## config.mk

```make
export PLATFORM = sky130hd
export DESIGN_NAME = i2s_slave_rx_os
export DESIGN_NICKNAME = d
export VERILOG_FILES = /design/src/rtl/i2s_slave_rx_os.sv
export SDC_FILE = /design/constraint.sdc
export NUM_CORES = 1
export LEC_CHECK = 0
export CAP_MARGIN = 20
export CORE_MARGIN = 8
export CORE_UTILIZATION = 56
export DETAILED_ROUTE_END_ITERATION = 6
export GPL_ROUTABILITY_DRIVEN = 0
export PLACE_DENSITY_LB_ADDON = 0.08
export SLEW_MARGIN = 20
export SYNTH_ARGS = -nofsm -noshare
export SYNTH_HDL_FRONTEND = slang
export SYNTH_SLANG_ARGS = --single-unit
```

## constraint.sdc

```tcl
create_clock -name WBs_CLK_i -period 3.9 [get_ports WBs_CLK_i]
set_clock_uncertainty 0.2 [all_clocks]
set_input_delay 0.78 -clock WBs_CLK_i [delete_from_list [all_inputs] [get_ports WBs_CLK_i]]
set_output_delay 0.78 -clock WBs_CLK_i [all_outputs]
set_load 0.1 [all_outputs]
```

## src/rtl/i2s_slave_rx_os.sv

```systemverilog
`timescale 1ns/1ps
// I2S slave receiver oversampled in the fabric clock: SCK/WS/SD are synchronised,
// slots are framed (Philips or left-justified), short slots zero-padded, SCK loss flagged.
module i2s_slave_rx_os #(
   parameter int DATA_W      = 16,
   parameter int SYNC_STAGES = 2,
   parameter int MODE_LJ     = 0,
   parameter int TIMEOUT_W   = 8
) (
   input  logic              WBs_CLK_i,
   input  logic              WBs_RST_n_i,
   input  logic              i2s_clk_i,
   input  logic              i2s_ws_clk_i,
   input  logic              i2s_din_i,
   input  logic              I2S_S_EN_i,
   output logic [DATA_W-1:0] data_left_o,
   output logic [DATA_W-1:0] data_right_o,
   output logic              push_left_o,
   output logic              push_right_o,
   output logic [5:0]        slot_len_o,
   output logic              i2s_dis_o
);
   localparam logic [6:0] DW7 = 7'(DATA_W);

   logic [2:0]           sync_reg [SYNC_STAGES];
   logic                 sck_q_reg;
   logic                 sck_s;
   logic                 ws_s;
   logic                 sd_s;
   logic                 sck_rise;
   logic                 sck_edge;

   logic                 ws_q_reg;
   logic                 ws_seen_reg;
   logic                 pend_reg;
   logic                 armed_reg;
   logic                 chan_reg;
   logic [5:0]           cnt_reg;
   logic [DATA_W-1:0]    sr_reg;
   logic                 ws_chg;
   logic                 slot_start;
   logic                 chan_next;
   logic [6:0]           pad;
   logic [DATA_W-1:0]    closed;

   logic [TIMEOUT_W-1:0] tc_reg;

   assign sck_s    = sync_reg[SYNC_STAGES-1][0];
   assign ws_s     = sync_reg[SYNC_STAGES-1][1];
   assign sd_s     = sync_reg[SYNC_STAGES-1][2];
   assign sck_rise = sck_s & ~sck_q_reg;
   assign sck_edge = sck_s ^ sck_q_reg;

   // The first WS sample after reset/enable is only a reference level, not a transition.
   assign ws_chg     = ws_seen_reg && (ws_s != ws_q_reg);
   assign slot_start = sck_rise && ((MODE_LJ != 0) ? ws_chg : pend_reg);
   assign chan_next  = (MODE_LJ != 0) ? ws_s : ws_q_reg;

   always_ff @(posedge WBs_CLK_i) begin
      if (!WBs_RST_n_i || !I2S_S_EN_i) begin
         for (int i = 0; i < SYNC_STAGES; i++) sync_reg[i] <= '0;
         sck_q_reg <= 1'b0;
      end else begin
         sync_reg[0] <= {i2s_din_i, i2s_ws_clk_i, i2s_clk_i};
         for (int i = 1; i < SYNC_STAGES; i++) sync_reg[i] <= sync_reg[i-1];
         sck_q_reg <= sck_s;
      end
   end

   always_comb begin
      pad    = DW7 - {1'b0, cnt_reg};
      closed = sr_reg;
      if ({1'b0, cnt_reg} < DW7) closed = sr_reg << pad;
   end

   always_ff @(posedge WBs_CLK_i) begin
      if (!WBs_RST_n_i || !I2S_S_EN_i) begin
         ws_q_reg     <= 1'b0;
         ws_seen_reg  <= 1'b0;
         pend_reg     <= 1'b0;
         armed_reg    <= 1'b0;
         chan_reg     <= 1'b0;
         cnt_reg      <= 6'd0;
         sr_reg       <= '0;
         data_left_o  <= '0;
         data_right_o <= '0;
         push_left_o  <= 1'b0;
         push_right_o <= 1'b0;
         slot_len_o   <= 6'd0;
      end else begin
         push_left_o  <= 1'b0;
         push_right_o <= 1'b0;
         if (sck_rise) begin
            ws_q_reg    <= ws_s;
            ws_seen_reg <= 1'b1;
            pend_reg    <= (MODE_LJ == 0) && ws_chg;
            if (slot_start) begin
               if (armed_reg) begin
                  if (chan_reg) begin
                     data_right_o <= closed;
                     push_right_o <= 1'b1;
                  end else begin
                     data_left_o <= closed;
                     push_left_o <= 1'b1;
                  end
                  slot_len_o <= cnt_reg;
               end
               armed_reg <= 1'b1;
               chan_reg  <= chan_next;
               sr_reg    <= {{(DATA_W-1){1'b0}}, sd_s};
               cnt_reg   <= 6'd1;
            end else begin
               if ({1'b0, cnt_reg} < DW7) sr_reg <= {sr_reg[DATA_W-2:0], sd_s};
               if (cnt_reg != 6'd63) cnt_reg <= cnt_reg + 6'd1;
            end
         end
      end
   end

   // SCK-loss watchdog keeps running while disabled; only reset clears it.
   always_ff @(posedge WBs_CLK_i) begin
      if (!WBs_RST_n_i) begin
         tc_reg    <= '0;
         i2s_dis_o <= 1'b0;
      end else begin
         if (sck_edge) tc_reg <= '0;
         else if (tc_reg != {TIMEOUT_W{1'b1}}) tc_reg <= tc_reg + TIMEOUT_W'(1);
         i2s_dis_o <= tc_reg[TIMEOUT_W-1];
      end
   end

endmodule

```

; ---- Word level (Yosys, flattened, before mapping)
; Memory sizes are Yosys's and may differ from the RTL's.
; Index checks and enable logic that the tools add are counted.
; Widths: inputs -> output; s select.
[op_classes]
n_reduce_logical = 15
addsub = 3
eq_ne = 3
shift = 1
mux = 12
bitwise = 10
order_cmp = 1
[ops]
columns = op, n
row1 = $mux 16, 3
row2 = $shl 16x7->16, 1
row3 = $mux 6, 2
row4 = $add 8x1->8 const B, 1
row5 = $ne 8x8->1 const B, 1
row6 = $reduce_and 4->1, 2
row7 = $sub 5x6->7 const A, 1
row8 = $add 6x1->6 const B, 1
row9 = $lt 6x5->1 const B, 1
row10 = $mux 3, 2
row11 = $ne 6x6->1 const B, 1
row12 = $not 1->1, 6
row13 = $reduce_and 2->1, 3
row14 = $mux 1, 5
row15 = $reduce_bool 2->1, 2
row16 = $reduce_or 4->1, 1
row17 = $reduce_and 3->1, 1
row18 = $logic_and 1x1->1, 2
row19 = $logic_not 1->1, 2
row20 = $or 1x1->1, 2
row21 = $reduce_or 2->1, 1
row22 = $and 1x1->1, 1
row23 = $logic_or 1x1->1, 1
row24 = $ne 1x1->1, 1
row25 = $xor 1x1->1, 1
[totals]
wordCells = 61
mem_count = 1
out_inout_bits = 41
mem_bits_rw = 6
in_bits = 6
regBits = 77
[memory_table]
columns = name, words, word_bits, rd, rd_clocked_by_memory_dff, write_ports, line
row1 = sync_reg, 2, 3, 2, 0, 2, 25  ; logic [2:0] sync_reg [SYNC_STAGES];

; ---- Depth between registers and ports, before layout
; Gate-level depths: netlist (run 1).
[depth]
ltp_word = 5
depth_mapped = 10
ltp_nobuf = 7

; ---- Worst setup path after synthesis (run 1)
; Ideal clock, no wire load.
[synth_timing]
path_kind = register to register
from = register cnt_reg[0]
to = register data_right_o[8]
t_required_ps = 3568
path_buffers = 3
synth_period_minus_slack_ps = 2781
arrival_ps = 2448
path_stages_with_launch = 10
setup_slack_ps = 1119
setup_ps = 132
cell_sequence = dfxtp_1 > inv_2 > clkbuf_1 > ha_1 > buf_2 > buf_6 > mux2_1 > mux4_2 > a222oi_1 > a21oi_1
[synth_between]
elab_chain_cells = 3
elab_cells_between_ends = 4
cone_classes = 1 x add/sub / 1 x order compare / 1 x shift / 1 x mux
[synth_rtl]
columns = item, line
row1 = "start, declared", 38  ; logic [5:0] cnt_reg;
row2 = "start signal, assigned", 114  ; if (cnt_reg != 6'd63) cnt_reg <= cnt_reg + 6'd1;
row3 = $sub 5x6->7, 71  ; pad = DW7 - {1'b0, cnt_reg};
row4 = $shl 16x7->16, 73  ; if ({1'b0, cnt_reg} < DW7) closed = sr_reg << pad;
row5 = $mux 16 *, 73
row6 = "end signal, assigned", 100  ; data_right_o <= closed;
row7 = "end, declared", 17  ; output logic [DATA_W-1:0] data_right_o,
; Every way passes the cells marked *; elsewhere a longest branch is shown, timed or not.
; A chain may end at the register's enable or synchronous reset.

; ---- Worst setup path in the final report (run 1)
[layout_timing]
from = register cnt_reg[1]
to = register data_right_o[9]
; Same word-level chain as after synthesis.

==> results of run 1 <==
cell usage after synthesis (all sizes together), types with 4 or more instances:
cell	n
a211oi	4
a21oi	47
a31oi	11
and2	4
and3	14
buf	12
clkbuf	18
dfxtp	83
ha	4
inv	7
mux2	8
mux2i	21
mux4	9
nand2	56
nand3	5
nand4	7
nor2	57
nor3	4
o211ai	4
o21ai	36
xnor2	4
xor2	7
stage by stage:
step | worst slack, ns | cell area, µm² | cells
after floorplan | 1.12 | 3940 | 456
after global placement | 1.09 | 4410 | 572
after detailed placement | 0.967 | 4410 | 572
after CTS | 0.926 | 4580 | 588
after global routing | 0.750 | 4580 | 588
final | 0.916 | 4580 | 588
worst max path at each step:
stage | startpoint | end
after CTS | cnt_reg[1] | data_right_o[9]
after floorplan | cnt_reg[0] | data_right_o[8]
after global routing | cnt_reg[1] | data_right_o[9]
final | cnt_reg[1] | data_right_o[9]
after detailed placement | cnt_reg[1] | data_right_o[9]
after global placement | cnt_reg[0] | data_right_o[8]
cell families (layout without fill, tap and decap cells):
logic type	count (synthesis)	in the layout
buf+inv	37	73
fa+ha+maj	4	4
simple gates	166	166
flops	83	83
mux	38	38
xor+xnor	11	11
compound gates	117	117
power breakdown:
part	internal (mW)	total, mW	switching (mW)
Combinational	0.0140	0.0374	0.0234
Sequential	0.851	0.856	0.00422
Clock	0.248	0.540	0.292
worst register-to-register path: stages (launching register included):
cell      delay, ns
dfxtp_1        0.48
inv_1          0.11
ha_1           0.45
buf_4          0.33
mux2i_1        0.41
mux4_2         0.31
nor2_1         0.04
a221oi_1       0.38
a21oi_1        0.12
layout make-up:
cell class,instances,area share (%)
flip-flops and latches,83,36.3
inverters,7,0.573
repair buffers,50,10.7
clock inverters,4,0.573
multi-input cells,336,46.1
clock buffers,12,3.17
well taps,96,2.62
per-layer routing:
layer,global-route usage [%],routed length (µm),up-vias
met2,32.8,4790,130
li1,-,-,1690
met5,0,0,-
met3,6.99,712,25
met4,8.15,238,0
met1,24.2,4120,1626
==> metrics.md, run 1 <==
| Metric | Value |
|---|---|
| Design Power | `1.43 mW` |
| Core Region | `0.00679 mm²` |
| Clk slew on worst S/H paths | `0.08 ns` |
| Lkg Pwr | `1.62 nW` |
| Clk_lat worst skew | `0.35 ns` |
| Largest family of logic cells by synthesized area | `simple AND/OR/NAND/NOR gates` |
| Post-synth top area share | `42.2%` |
| Worst setup SP type | `flop` |
| Reg-to-reg startpoint | `cnt_reg[1]` |
| Clock Tree Root | `clkbuf_8` |
| Max Slew Vio Count | `0` |
| Die X | `99.9 µm` |
| Vert. Die Dim | `99.9 µm` |
| IO Count | `47` |
| Worst hold path startpoint | `slot_len_o[2]` |
| R2R depth | `8` |
| Cell row count | `30` |
| Xor-xnor portion of the synthesized cell area | `2.63%` |
| Fillers | `560` |
| Post-synth EDFFs | `0` |
| Status | `complete, no violations` |
| H-tree levels | `3` |
| Synth unique cells | `55` |
| F_max | `335 MHz` |
| Most common cell after layout, fill and taps aside | `dfxtp_1` |
| Crit-path leading delay family | `multiplexers` |
| Wire length per cell | `16.8 µm` |
| Flops & latches, synth | `83` |
| Maximum VDD drop | `0.220 mV` |
| Most area-hungry cell type in the Yosys netlist | `dfxtp_1` |
| Initial antenna violation count | `0` |
| GRT overflow | `0` |
| Drt drc | `0` |
| Min-Delay Path Depth | `2` |
| DR vias | `3471` |
| Syn Nets | `466` |
| Via/cell ratio | `5.90` |
| WP depth | `8` |
| Min Hold Slack | `0.261 ns` |
| Critical path endpoint category | `flop` |
| TritonCTS buffer count | `9` |
| Final hold vios | `0` |
| CP Max Fanout | `19` |
| Hold Crit Endpoint | `slot_len_o[2]` |
| Final setup violation count | `0` |
| Mux contribution to synthesized area | `12.8%` |
| DP HPWL | `7.10 mm` |
| ANT cells | `0` |
| TritonCTS clock tree | `yes` |
| First DRT Iteration DRCs | `268` |
| Fraction of layout cells with a size suffix above 1 | `7.93%` |
| Worst-Margin Slew | `1.02 ns` |
| Synth area leaders | `dfxtp_1, a21oi_1, mux2i_1, nand2_1, nor2_1` |
| Starting Density | `58.0%` |
| Crit-path cells | `inv_1 -> ha_1 -> buf_4 -> mux2i_1 -> mux4_2 -> nor2_1 -> a221oi_1 -> a21oi_1` |
| Drt first pass iters | `5` |
| Critical R2R Capture | `data_right_o[9]` |
| Power Dens Cells | `313 mW/mm²` |
| Hold crit path type | `reg -> reg` |
| Post-route ant nets | `0` |
| Post-layout util | `67.5%` |
| Layout Nets | `497` |
| Storage cell area | `0.00166 mm²` |
| Adder-cell share of the synthesized area | `1.27%` |
| Most frequent cells in the layout | `dfxtp_1, nand2_1, nor2_1` |
| Average size of a mapped cell | `8.64 µm²` |
| WP data arrival | `2.97 ns` |
| GRT Resource Usage Total | `20.4%` |
| TritonCTS Sinks | `83` |
| Area share of and/or/nand/nor cells after synthesis | `19.7%` |
| Syn. warnings | `0` |
| Multi-input logic area | `0.00211 mm²` |
| Top FF cell, synth | `dfxtp_1` |
| Period utilization | `76.5%` |
| Area growth syn-to-layout | `16.3%` |
| Max-Cap Viols | `0` |
| CTS Buffer Depth | `2` |
| Crit path largest cell delay | `0.48 ns` |
| Vias in the first global route | `3201` |
| Cells after synthesis | `456` |
| Worst Path Buf+Inv | `2` |
| WS Path Type | `reg -> reg` |
| Postcts setup bufs | `0` |
| Resized Gates After CTS | `0` |
| CP Data Required Time | `3.89 ns` |
| Slew margin rel. | `31.8%` |
| Flop2flop setup slack | `0.92 ns` |
| First-pass GRT wire length | `16.4 mm` |
| Asr flop ratio synth | `0%` |
| IO buf count | `46` |
| Synthesized cell area | `0.00394 mm²` |
| Routed WL | `9.87 mm` |
| CP max stage cell | `dfxtp_1` |
| Unrepaired setup endpoints after global routing | `no` |
| Sequential area share after synthesis | `42.2%` |
| CTS Hold Bufs | `0` |
| Post-layout min period | `2.98 ns` |
| Largest net degree at the start of global routing | `34` |
| Die ar. | `0.00998 mm²` |
| Total negative slack | `0 ns` |
| Post-synthesis compound-gate area fraction | `17.2%` |
Note: power is estimated with default switching activity, not from simulation.
==> run 2, diff against run 1 <==
Clock period 3.9 ns to 2.77 ns, I/O delays scaled along.
==> run 2 against run 1 <==
Effect of this change: sequential cell count is the same; critical path type unchanged; global-route usage grew 1.0 points; combinational power grew 49%; clock power grew 58%; highest routed layer unchanged; clock-buffer cell count is the same; final cell count grew 1.9%; non-clock buffer count grew 11; worst setup slack lost 0.77 ns.
==> metrics.md, run 2 (same netlist as run 1, synthesis figures left out) <==
| Metric | Value |
|---|---|
| Maximum VDD drop | `0.337 mV` |
| GRT overflow | `0` |
| Placed cell count | `583` |
| GRT Resource Usage Total | `21.4%` |
| Post-Layout Cell Count | `599` |
| Most common cell after layout, fill and taps aside | `dfxtp_1` |
| Slew margin rel. | `60.1%` |
| CTS Buffer Depth | `2` |
| TritonCTS clock tree | `yes` |
| Drt drc | `0` |
| IO buf count | `46` |
| Cell row count | `30` |
| Critical path endpoint category | `flop` |
| Switching share of total power | `21.4%` |
| Lkg Pwr | `1.78 nW` |
| F_max | `381 MHz` |
| Resized Gates After CTS | `0` |
| Initial antenna violation count | `0` |
| Layout Nets | `508` |
| Die X | `99.9 µm` |
| Final setup violation count | `0` |
| Clk_lat worst skew | `0.34 ns` |
| IO Count | `47` |
| Max-Cap Viols | `0` |
| Status | `complete, no violations` |
| Clock Tree Root | `clkbuf_8` |
| Worst-Margin Slew | `0.596 ns` |
| Most frequent cells in the layout | `dfxtp_1, nand2_1, nor2_1, buf_4, a21oi_1` |
| Fraction of layout cells with a size suffix above 1 | `18.7%` |
| Power Dens Cells | `459 mW/mm²` |
| Fillers | `566` |
| Largest net degree at the start of global routing | `33` |
| ANT cells | `0` |
| First-pass GRT wire length | `17.3 mm` |
| Vert. Die Dim | `99.9 µm` |
| First DRT Iteration DRCs | `254` |
| Internal power | `1.66 mW` |
| Max Slew Vio Count | `0` |
| Combinational Power Share | `2.6%` |
| Final hold vios | `0` |
| Wire length per cell | `17.1 µm` |
| CTS Hold Bufs | `0` |
| Vias in the first global route | `3469` |
| Clock share of power | `40.4%` |
| Switching Power | `453 µW` |
| Post-route ant nets | `0` |
| Drt first pass iters | `5` |
| Total negative slack | `0 ns` |
| DP HPWL | `7.52 mm` |
| Period utilization | `94.6%` |
| TritonCTS buffer count | `9` |
| Unrepaired setup endpoints after global routing | `no` |
| Post-layout min period | `2.62 ns` |
| Core Region | `0.00679 mm²` |
| Clk slew on worst S/H paths | `0.08 ns` |
| Die ar. | `0.00998 mm²` |
| Postcts setup bufs | `0` |
| Hold crit path type | `reg -> reg` |
| Routed WL | `10.3 mm` |
| Starting Density | `58.0%` |
| Via/cell ratio | `5.85` |
| DR vias | `3504` |
| H-tree levels | `3` |
| TritonCTS Sinks | `83` |
| WS Path Type | `reg -> reg` |
| Sequential power share | `57.0%` |
| Area growth syn-to-layout | `16.8%` |
| WP data arrival | `2.64 ns` |
| CP Max Fanout | `14` |
| Worst setup SP type | `flop` |
| CP Data Required Time | `2.79 ns` |
==> run 2: area by class of cell <==
type | count | area (µm²) | share of cell area (%)
Timing Repair Buffer | 61 | 470 | 10.2
Tap cell | 96 | 120 | 2.61
Clock inverter | 4 | 50.0 | 1.09
Inverter | 7 | 26.3 | 0.571
Clock buffer | 12 | 145 | 3.15
Sequential cell | 83 | 1660 | 36.1
Multi-Input combinational cell | 336 | 2130 | 46.2
==> run 2: layer usage <==
| layer | share of wire [%] | up-vias | GRT usage, % |
|---|---|---|---|
| li1 | - | 1698 | - |
| met1 | 42 | 1646 | 25.4 |
| met2 | 49 | 135 | 36.0 |
| met3 | 6.0 | 25 | 4.84 |
| met4 | 2.6 | 0 | 9.55 |
| met5 | 0 | - | 0 |
==> run 2: power by group through the flow <==
| stage | registers [mW] | clock network, mW | logic, mW |
|---|---|---|---|
| 3_5_place_dp | 1.23 | 0 | 0.0557 |
| 6_report | 1.20 | 0.854 | 0.0557 |
| 4_1_cts | 1.20 | 0.877 | 0.0560 |
| 5_1_grt | 1.21 | 0.927 | 0.0624 |
| 3_3_place_gp | 1.23 | 0 | 0.0550 |
| 2_1_floorplan | 1.23 | 0 | 0.0369 |
==> run 2: path summary, 6_finish.rpt <==
kind	from	to	slack, ns	cells after the start
worst min register to register	slot_len_o[3]	slot_len_o[3]	0.26	2
worst max register to register	cnt_reg[1]	data_left_o[10]	0.15	8
worst max-delay path	cnt_reg[1]	data_left_o[10]	0.15	8
worst min-delay path	slot_len_o[3]	slot_len_o[3]	0.26	2
==> run 2: stage by stage <==
stage / area [µm²] / hold slack [ns] / power (mW) / utilization, % / setup slack, ns
final: 4600 / 0.260 / 2.11 / 67.7 / 0.148
after global routing: 4600 / 0.282 / 2.20 / 67.7 / 0.0122
after CTS: 4590 / 0.262 / 2.14 / 67.5 / 0.142
after detailed placement: 4390 / 0.251 / 1.29 / 64.6 / 0.177
after global placement: 4390 / 0.249 / 1.29 / 64.6 / 0.255
after floorplan: 3940 / 0.235 / 1.27 / - / 0.0527
==> run 2: worst max-delay path, stage by stage (launching register included) <==
cell	delay, ns
dfxtp_1	0.34
inv_1	0.07
ha_1	0.43
buf_4	0.30
mux2i_1	0.36
mux4_2	0.30
nor2_1	0.04
a221oi_1	0.34
a21oi_1	0.13
